==> src/rtl/ram_ctrl_if.sv <==
// Request/response and RAM-side signal bundle for ram_ctrl.
// slave is the controller view; master is the requester plus RAM view.
interface ram_ctrl_if #(
    parameter int ADDR_W = 8,
    parameter int DATA_W = 16
);
    logic              cmd_valid;
    logic              cmd_ready;
    logic              cmd_write;
    logic [ADDR_W-1:0] cmd_addr;
    logic [DATA_W-1:0] cmd_wdata;
    logic              fill_start;
    logic [DATA_W-1:0] fill_data;
    logic              busy;
    logic              rd_valid;
    logic [DATA_W-1:0] rd_data;
    logic [ADDR_W-1:0] rd_addr;
    logic              ram_we;
    logic [ADDR_W-1:0] ram_addr;
    logic [DATA_W-1:0] ram_din;
    logic [DATA_W-1:0] ram_dout;

    modport slave (
        input  cmd_valid,
        input  cmd_write,
        input  cmd_addr,
        input  cmd_wdata,
        input  fill_start,
        input  fill_data,
        input  ram_dout,
        output cmd_ready,
        output busy,
        output rd_valid,
        output rd_data,
        output rd_addr,
        output ram_we,
        output ram_addr,
        output ram_din
    );

    modport master (
        output cmd_valid,
        output cmd_write,
        output cmd_addr,
        output cmd_wdata,
        output fill_start,
        output fill_data,
        output ram_dout,
        input  cmd_ready,
        input  busy,
        input  rd_valid,
        input  rd_data,
        input  rd_addr,
        input  ram_we,
        input  ram_addr,
        input  ram_din
    );
endinterface

==> src/rtl/ram_ctrl.sv <==
// Command front-end for a synchronous-read block RAM with a hardware fill sweep.
// Read results return two edges after accept via a valid/address tag pipeline.
module ram_ctrl #(
    parameter int ADDR_W = 8,
    parameter int DATA_W = 16
) (
    input  logic       clk,
    input  logic       reset,
    ram_ctrl_if.slave  bus
);
    typedef enum logic {
        S_IDLE,
        S_FILL
    } state_t;

    localparam logic [ADDR_W:0] CNT_ONE = (ADDR_W+1)'(1);

    state_t            r_state;
    state_t            w_state_nxt;

    logic              r_ram_we;
    logic              w_ram_we_nxt;
    logic [ADDR_W-1:0] r_ram_addr;
    logic [ADDR_W-1:0] w_ram_addr_nxt;
    logic [DATA_W-1:0] r_ram_din;
    logic [DATA_W-1:0] w_ram_din_nxt;
    logic [ADDR_W:0]   r_fill_cnt;
    logic [ADDR_W:0]   w_fill_cnt_nxt;

    logic              w_cmd_ready;
    logic              w_accept;
    logic              w_rd_issue;

    logic              r_t1_v;
    logic [ADDR_W-1:0] r_t1_a;
    logic              r_t2_v;
    logic [ADDR_W-1:0] r_t2_a;

    logic              r_rd_valid;
    logic [DATA_W-1:0] r_rd_data;
    logic [ADDR_W-1:0] r_rd_addr;

    // Fill wins over a command presented in the same cycle.
    assign w_cmd_ready = (r_state == S_IDLE) & ~bus.fill_start;
    assign w_accept    = bus.cmd_valid & w_cmd_ready;
    assign w_rd_issue  = w_accept & ~bus.cmd_write;

    always_ff @(posedge clk or posedge reset) begin
        if (reset) begin
            r_state    <= S_IDLE;
            r_ram_we   <= 1'b0;
            r_ram_addr <= '0;
            r_ram_din  <= '0;
            r_fill_cnt <= '0;
        end else begin
            r_state    <= w_state_nxt;
            r_ram_we   <= w_ram_we_nxt;
            r_ram_addr <= w_ram_addr_nxt;
            r_ram_din  <= w_ram_din_nxt;
            r_fill_cnt <= w_fill_cnt_nxt;
        end
    end

    always_comb begin
        w_state_nxt    = r_state;
        w_ram_we_nxt   = 1'b0;
        w_ram_addr_nxt = r_ram_addr;
        w_ram_din_nxt  = r_ram_din;
        w_fill_cnt_nxt = r_fill_cnt;
        unique case (r_state)
            S_IDLE: begin
                if (bus.fill_start) begin
                    w_state_nxt    = S_FILL;
                    w_ram_we_nxt   = 1'b1;
                    w_ram_addr_nxt = '0;
                    w_ram_din_nxt  = bus.fill_data;
                    w_fill_cnt_nxt = CNT_ONE;
                end else if (w_accept) begin
                    w_ram_addr_nxt = bus.cmd_addr;
                    if (bus.cmd_write) begin
                        w_ram_we_nxt  = 1'b1;
                        w_ram_din_nxt = bus.cmd_wdata;
                    end
                end
            end
            S_FILL: begin
                // Extra counter bit flags that the last address has been issued.
                if (r_fill_cnt[ADDR_W]) begin
                    w_state_nxt = S_IDLE;
                end else begin
                    w_ram_we_nxt   = 1'b1;
                    w_ram_addr_nxt = r_fill_cnt[ADDR_W-1:0];
                    w_fill_cnt_nxt = r_fill_cnt + CNT_ONE;
                end
            end
            default: begin
                w_state_nxt = S_IDLE;
            end
        endcase
    end

    always_ff @(posedge clk or posedge reset) begin
        if (reset) begin
            r_t1_v     <= 1'b0;
            r_t1_a     <= '0;
            r_t2_v     <= 1'b0;
            r_t2_a     <= '0;
            r_rd_valid <= 1'b0;
            r_rd_data  <= '0;
            r_rd_addr  <= '0;
        end else begin
            r_t1_v     <= w_rd_issue;
            r_t1_a     <= bus.cmd_addr;
            r_t2_v     <= r_t1_v;
            r_t2_a     <= r_t1_a;
            r_rd_valid <= r_t2_v;
            if (r_t2_v) begin
                r_rd_data <= bus.ram_dout;
                r_rd_addr <= r_t2_a;
            end
        end
    end

    assign bus.cmd_ready = w_cmd_ready;
    assign bus.busy      = (r_state == S_FILL);
    assign bus.rd_valid  = r_rd_valid;
    assign bus.rd_data   = r_rd_data;
    assign bus.rd_addr   = r_rd_addr;
    assign bus.ram_we    = r_ram_we;
    assign bus.ram_addr  = r_ram_addr;
    assign bus.ram_din   = r_ram_din;
endmodule

==> src/flat_wrapper.sv <==
// flat-port wrapper written by rule: the top's interface ports become plain ports
module ram_ctrl_flat 
#(
    parameter int ADDR_W = 8,
    parameter int DATA_W = 16
)
  (clk, reset, bus_cmd_valid, bus_cmd_write, bus_cmd_addr, bus_cmd_wdata, bus_fill_start, bus_fill_data, bus_ram_dout, bus_cmd_ready, bus_busy, bus_rd_valid, bus_rd_data, bus_rd_addr, bus_ram_we, bus_ram_addr, bus_ram_din);
  ram_ctrl_if #(.ADDR_W(ADDR_W), .DATA_W(DATA_W)) bus_i ();
  input  logic clk;
  input  logic reset;
  input wire logic [$bits(bus_i.cmd_valid)-1:0] bus_cmd_valid;
  input wire logic [$bits(bus_i.cmd_write)-1:0] bus_cmd_write;
  input wire logic [$bits(bus_i.cmd_addr)-1:0] bus_cmd_addr;
  input wire logic [$bits(bus_i.cmd_wdata)-1:0] bus_cmd_wdata;
  input wire logic [$bits(bus_i.fill_start)-1:0] bus_fill_start;
  input wire logic [$bits(bus_i.fill_data)-1:0] bus_fill_data;
  input wire logic [$bits(bus_i.ram_dout)-1:0] bus_ram_dout;
  output wire logic [$bits(bus_i.cmd_ready)-1:0] bus_cmd_ready;
  output wire logic [$bits(bus_i.busy)-1:0] bus_busy;
  output wire logic [$bits(bus_i.rd_valid)-1:0] bus_rd_valid;
  output wire logic [$bits(bus_i.rd_data)-1:0] bus_rd_data;
  output wire logic [$bits(bus_i.rd_addr)-1:0] bus_rd_addr;
  output wire logic [$bits(bus_i.ram_we)-1:0] bus_ram_we;
  output wire logic [$bits(bus_i.ram_addr)-1:0] bus_ram_addr;
  output wire logic [$bits(bus_i.ram_din)-1:0] bus_ram_din;
  assign bus_i.cmd_valid = bus_cmd_valid;
  assign bus_i.cmd_write = bus_cmd_write;
  assign bus_i.cmd_addr = bus_cmd_addr;
  assign bus_i.cmd_wdata = bus_cmd_wdata;
  assign bus_i.fill_start = bus_fill_start;
  assign bus_i.fill_data = bus_fill_data;
  assign bus_i.ram_dout = bus_ram_dout;
  assign bus_cmd_ready = bus_i.cmd_ready;
  assign bus_busy = bus_i.busy;
  assign bus_rd_valid = bus_i.rd_valid;
  assign bus_rd_data = bus_i.rd_data;
  assign bus_rd_addr = bus_i.rd_addr;
  assign bus_ram_we = bus_i.ram_we;
  assign bus_ram_addr = bus_i.ram_addr;
  assign bus_ram_din = bus_i.ram_din;
  ram_ctrl #(.ADDR_W(ADDR_W), .DATA_W(DATA_W)) u_core (.clk(clk), .reset(reset), .bus(bus_i));
endmodule
==> config.mk <==
export PLATFORM = sky130hd
export DESIGN_NAME = ram_ctrl_flat
export DESIGN_NICKNAME = d
export VERILOG_FILES = /design/src/rtl/ram_ctrl_if.sv /design/src/rtl/ram_ctrl.sv /design/src/flat_wrapper.sv
export SDC_FILE = /design/constraint.sdc
export NUM_CORES = 1
export LEC_CHECK = 0
export BUFFER_PORTS_ARGS = -buffer_cell sky130_fd_sc_hd__buf_2
export CORE_MARGIN = 5
export CORE_UTILIZATION = 49
export DETAILED_ROUTE_END_ITERATION = 16
export PLACE_DENSITY_LB_ADDON = 0.15
export SYNTH_ARGS = -nofsm -noshare
export SYNTH_HDL_FRONTEND = slang
export SYNTH_SLANG_ARGS = --single-unit
==> constraint.sdc <==
create_clock -name clk -period 2.7 [get_ports clk]
set_input_delay 0.405 -clock clk [delete_from_list [all_inputs] [get_ports clk]]
set_output_delay 0.405 -clock clk [all_outputs]
set_load 0.1 [all_outputs]
* After elaboration in Yosys (flattened, before gate mapping)
Cells that the tools add are included.
** Cells by class
- Muxes and demuxes :: 17
- Add/subtract/negate cells :: 1
- Equal/unequal tests :: 3
- Reduce and logical (&&, ||, !) cells :: 5
- Bitwise logic cells :: 6
** Operators by type and width (number)
- $mux W16 :: 3
- $mux W8 :: 3
- $mux W9 :: 2
- $pmux W9 S2 :: 1
- $pmux W8 S2 :: 1
- $add A9 B1 Y9 const B :: 1
- $mux W1 :: 5
- $ne A2 B2 Y1 const B :: 2
- $pmux W1 S2 :: 2
- $reduce_and A2 Y1 :: 2
- $reduce_bool A2 Y1 :: 2
- $and A1 B1 Y1 :: 3
- $ne A3 B2 Y1 const B :: 1
- $not A1 Y1 :: 3
- $reduce_and A3 Y1 :: 1
** Storage, ports and cells
- Logic and storage cells :: 45
- Bits of input ports :: 61
- Output and inout port bits :: 52
- Flip-flop bits (word level) :: 78

* Depth between registers and ports, before layout
- Depth after elaboration :: 6
- Mapped depth :: 6

* Worst setup path after synthesis
No wires, ideal clock.
- Path type :: register to register
- Start :: reg u_core.r_state, in the netlist u_core.bus.busy
- End :: reg u_core.r_ram_addr[0], in the netlist u_core.bus.ram_addr[0]
- Path buffers :: 1
- Stages on the path, launching flop included :: 5
- Data arrival time :: 1.953 ns
- Setup time :: 0.069 ns
- Period minus slack after synthesis :: 2.022 ns
- Data required time :: 2.631 ns
- Setup slack :: 0.678 ns
- Path through :: dfrtp_1 buf_6 nor2_4 a22o_1 mux2_2
** Between the ends
- Longest elaborated chain between the ends :: 5
** RTL lines
- from (decl) :: RTL line ram_ctrl.sv:18 : state_t r_state;
- from (signal assigned) :: RTL line ram_ctrl.sv:56 : r_state <= w_state_nxt;
- $not A1 Y1 (no line)
- $and A1 B1 Y1 :: RTL line ram_ctrl.sv:44 : assign w_cmd_ready = (r_state == S_IDLE) & ~bus.fill_start;
- named net bus_cmd_ready :: RTL line flat_wrapper.sv:18 : output wire logic [$bits(bus_i.cmd_ready)-1:0] bus_cmd_ready;
- $and A1 B1 Y1 :: RTL line ram_ctrl.sv:45 : assign w_accept = bus.cmd_valid & w_cmd_ready;
- $ne A3 B2 Y1 (no line)
- $reduce_and A2 Y1 (no line)
- to (signal assigned) :: RTL line ram_ctrl.sv:58 : r_ram_addr <= w_ram_addr_nxt;
- to (decl) :: RTL line ram_ctrl.sv:23 : logic [ADDR_W-1:0] r_ram_addr;
The timed path passes the listed nets, and every way through them passes these cells.
A chain may end at the register's enable or synchronous reset.

* Final worst setup path
- Start :: reg u_core.r_state, in the netlist u_core.bus.busy
- End :: out bus_cmd_ready
** Between the ends
- Longest elaborated chain between the ends :: 2
** RTL lines (RTL line)
- $not A1 Y1 (no line)
- $and A1 B1 Y1 :: ram_ctrl.sv:44
- to (decl) :: flat_wrapper.sv:18
No other way between the ends.

==> out/summary.md <==
The run gives 9 as the total CTS buffers. The fraction of synthesized cell area taken by the top area cell type is 0.6171, and the count of pins over their slew limit is 0. Clock latency on the worst-skew pair, taken at its later pin, is 0.34 ns.

In the final routed layout, each cell accounts on average for 15.12 um. The fraction of the cycle the final worst path needs is 0.8191. The worst setup path is launched from a register. Sequential cell area fraction in the yosys report: 0.6171. The worst setup path is captured at an output pin. The longest clock path from root to sink contains 2 buffers. Clock-pin slew was measured on the worst setup and hold paths at 0.09 ns. The logs give 0.003163 mm2 for the netlist area before placement and 4613 um for the half-perimeter wire length after detailed placement.

The remaining antenna violation count came out at 0. Most frequent standard cell in the layout excluding fill and tap cells: sky130_fd_sc_hd__buf_2. In the final timing run, aggregate negative setup slack is 0 ns. Routability-driven placement finished with a final weighted congestion of 0.8601. Setup repair after global routing left no endpoint under its margin.

Entering global routing, the biggest net connects 33 pins. The leading register cell type out of synthesis was sky130_fd_sc_hd__dfrtp_1. Number of antenna violations at the first check in global routing: 0. The number of gates given a new drive strength after cts was 0; the number of synthesized flops with an enable pin was 0. After detailed routing, the number of vias per cell comes to 5.027. The tool flagged a number of max-cap violations equal to 0. TritonCTS built the clock tree.

Counting every sink on the clock net gives 78. The startpoint-to-endpoint class of the critical path is reg -> out. Subtracting the final worst setup slack from the clock period gives 2.212 ns. The logs give 2,026 for the detailed-route via count and 0 for the final number of hold-violating endpoints. The overall fraction of global-route tracks in use is 0.1576, and the arrival time of the worst setup path is 1.81 ns. The number of nets in the synthesized netlist was 268; the remaining max-slew budget at the tightest pin was 0.3705.

Before antenna repair, the detailed router went through 4 iterations. The top fanout value on the critical path was 19. The final layout contains routed wiring with a total length of 6095 um. STA puts the critical path data required time at 2.30 ns.

Port buffering added 112 buffers. The achievable clock frequency was 0.4522 GHz; the number of top-level design ports was 113. The number of buffers inserted by hold repair at cts came out at 0. After detailed routing, the number of remaining DRC violations is 0.

The worst register-to-register path has a depth of 3. By area the synthesized netlist is led by sky130_fd_sc_hd__dfrtp_1, sky130_fd_sc_hd__mux2_2, sky130_fd_sc_hd__a22o_1, sky130_fd_sc_hd__buf_6, sky130_fd_sc_hd__nor2_4. The synthesized design spends more area on one cell type than any other, namely sky130_fd_sc_hd__dfrtp_1.

The post-synthesis to final-layout area growth was 24.92%; the transition at the pin with the smallest max-transition slack was 0.9443 ns. Endpoint of the most critical register-to-register path: u_core.bus.ram_addr[5]$_DFFE_PP0P_. The final setup violation count came out at 0.

For this run, the post-layout net count is 383. The floorplan step set the die height to 90.35 um. The maximum level of the CTS H-tree was 3; the initial cell density of the core was 0.5010.

The cell count after synthesis was 206. The run gives 0 as the count of buffers added by post-CTS timing repair for setup. The share of async-settable or async-resettable flops after synthesis was 1.000; the width of the die was 90.35 um. Clock skew on the completed layout was measured at 0.009707 ns. The top cell types in the final layout, fill and taps aside, are sky130_fd_sc_hd__buf_2, sky130_fd_sc_hd__dfrtp_1, sky130_fd_sc_hd__mux2_2.

The area of the core region is 0.006314 mm2, and the standard-cell row count is 29. Via count of the first global-routing pass: 2,149. The count of state elements after synthesis was 78; the number of inserted diodes was 0. The run finished with clean final reports. The synthesized area per cell works out to 15.35 um2. The kind of path behind the tightest hold check is in -> async. The root buffer cell is sky130_fd_sc_hd__clkbuf_8.

The first global-routing pass estimated 10,470 um of wire. After global routing the overflow that remains totals 0. Number of DRC violations after detailed-routing iteration 0: 59. The slack of the worst reg-to-reg path was 0.94 ns; the die outline area was 0.008162 mm2. The fraction of final layout cells sized beyond drive strength 1 came out at 0.6288. The Yosys step of the flow raised 0 warnings. In this run the critical register-to-register path is launched from u_core.bus.busy$_DFF_PP0_.

The number of distinct library cells after synthesis is 36.
==> Yosys cell counts (2+ instances only) <==
library cell and instances:
sky130_fd_sc_hd__inv_1 4, sky130_fd_sc_hd__o21ai_0 2, sky130_fd_sc_hd__buf_2 4, sky130_fd_sc_hd__nor2_4 3, sky130_fd_sc_hd__nand3_1 3, sky130_fd_sc_hd__a22o_1 11, sky130_fd_sc_hd__a31oi_1 2, sky130_fd_sc_hd__and4_1 2
sky130_fd_sc_hd__nand2_1 3, sky130_fd_sc_hd__mux2_2 64, sky130_fd_sc_hd__dfrtp_1 78, sky130_fd_sc_hd__mux2i_1 2, sky130_fd_sc_hd__buf_6 5
==> stage by stage <==
| step | instance area (um2) | setup WS [ns] | hold slack (ns) | std cells | util |
|---|---|---|---|---|---|
| 3_5_place_dp | 3752 | 0.8525 | 0.3347 | 387 | 0.5943 |
| 6_report | 3951 | 0.4885 | 0.06312 | 403 | 0.6258 |
| 4_1_cts | 3951 | 0.4674 | 0.07540 | 403 | 0.6258 |
| 5_1_grt | 3951 | 0.3908 | 0.09897 | 403 | 0.6258 |
| 2_1_floorplan | 3163 | 0.3000 | 0.3312 | 206 | - |
| 3_3_place_gp | 3752 | 0.8768 | 0.3312 | 387 | 0.5943 |
==> per-layer routing <==
metal  GRT usage  part of all wire  up-vias  wire [um]
li1            -                 -      973          -
met1      0.2100              0.45      967       2721
met2      0.2402              0.47       75       2856
met3     0.04500             0.065       11        394
met4     0.06948             0.020        0        123
met5           0                 0        -          0
==> cells by family (layout without fill, tap and decap cells) <==
family,Yosys count,count (layout),synth area share
XOR/XNOR,1,1,0.002769
multiplexers,66,66,0.2342
AND/OR/NAND/NOR,20,20,0.04470
AO/OA/AOI/OAI,25,25,0.06488
buffers and inverters,15,135,0.03243
adder cells (fa/ha/maj),1,1,0.003955
flip-flops,78,78,0.6171
==> worst max-delay path by stage <==
stage	start	to	slack (ns)
2_1_floorplan	reset	u_core.bus.busy$_DFF_PP0_	0.30
3_3_place_gp	u_core.bus.busy$_DFF_PP0_	bus_cmd_ready	0.88
3_5_place_dp	u_core.bus.busy$_DFF_PP0_	bus_cmd_ready	0.85
4_1_cts	u_core.bus.busy$_DFF_PP0_	bus_cmd_ready	0.47
5_1_grt	u_core.bus.busy$_DFF_PP0_	bus_cmd_ready	0.39
6_report	u_core.bus.busy$_DFF_PP0_	bus_cmd_ready	0.49
==> sequential cells by signal (all words and copies together), names as in the netlist <==
register             flops
u_core.bus.rd_data      16
u_core.bus.ram_addr      8
u_core.bus.ram_din      16
u_core.r_t1_v            1
u_core.bus.rd_addr       8
u_core.bus.rd_valid      1
u_core.bus.busy          1
u_core.r_t1_a            8
u_core.r_t2_a            8
u_core.r_t2_v            1
u_core.bus.ram_we        1
u_core.r_fill_cnt        9
==> critical path, cell delays in order (launching register included) <==
cell,delay [ns]
sky130_fd_sc_hd__dfrtp_1,0.65
sky130_fd_sc_hd__nor2_4,0.34
sky130_fd_sc_hd__buf_2,0.48
==> area by class of cell <==
type	count	area (um2)
clock buffers	9	123.9
clock inverters	7	75.07
fillers	495	2362
inverters	5	20.02
multi-input cells	113	1109
flip-flops and latches	78	1952
well taps	77	96.34
repair buffers	114	575.6
Power is left out: the tool's default activity adds up to more than one toggle a clock period on the data nets, which glitch-free logic cannot reach.
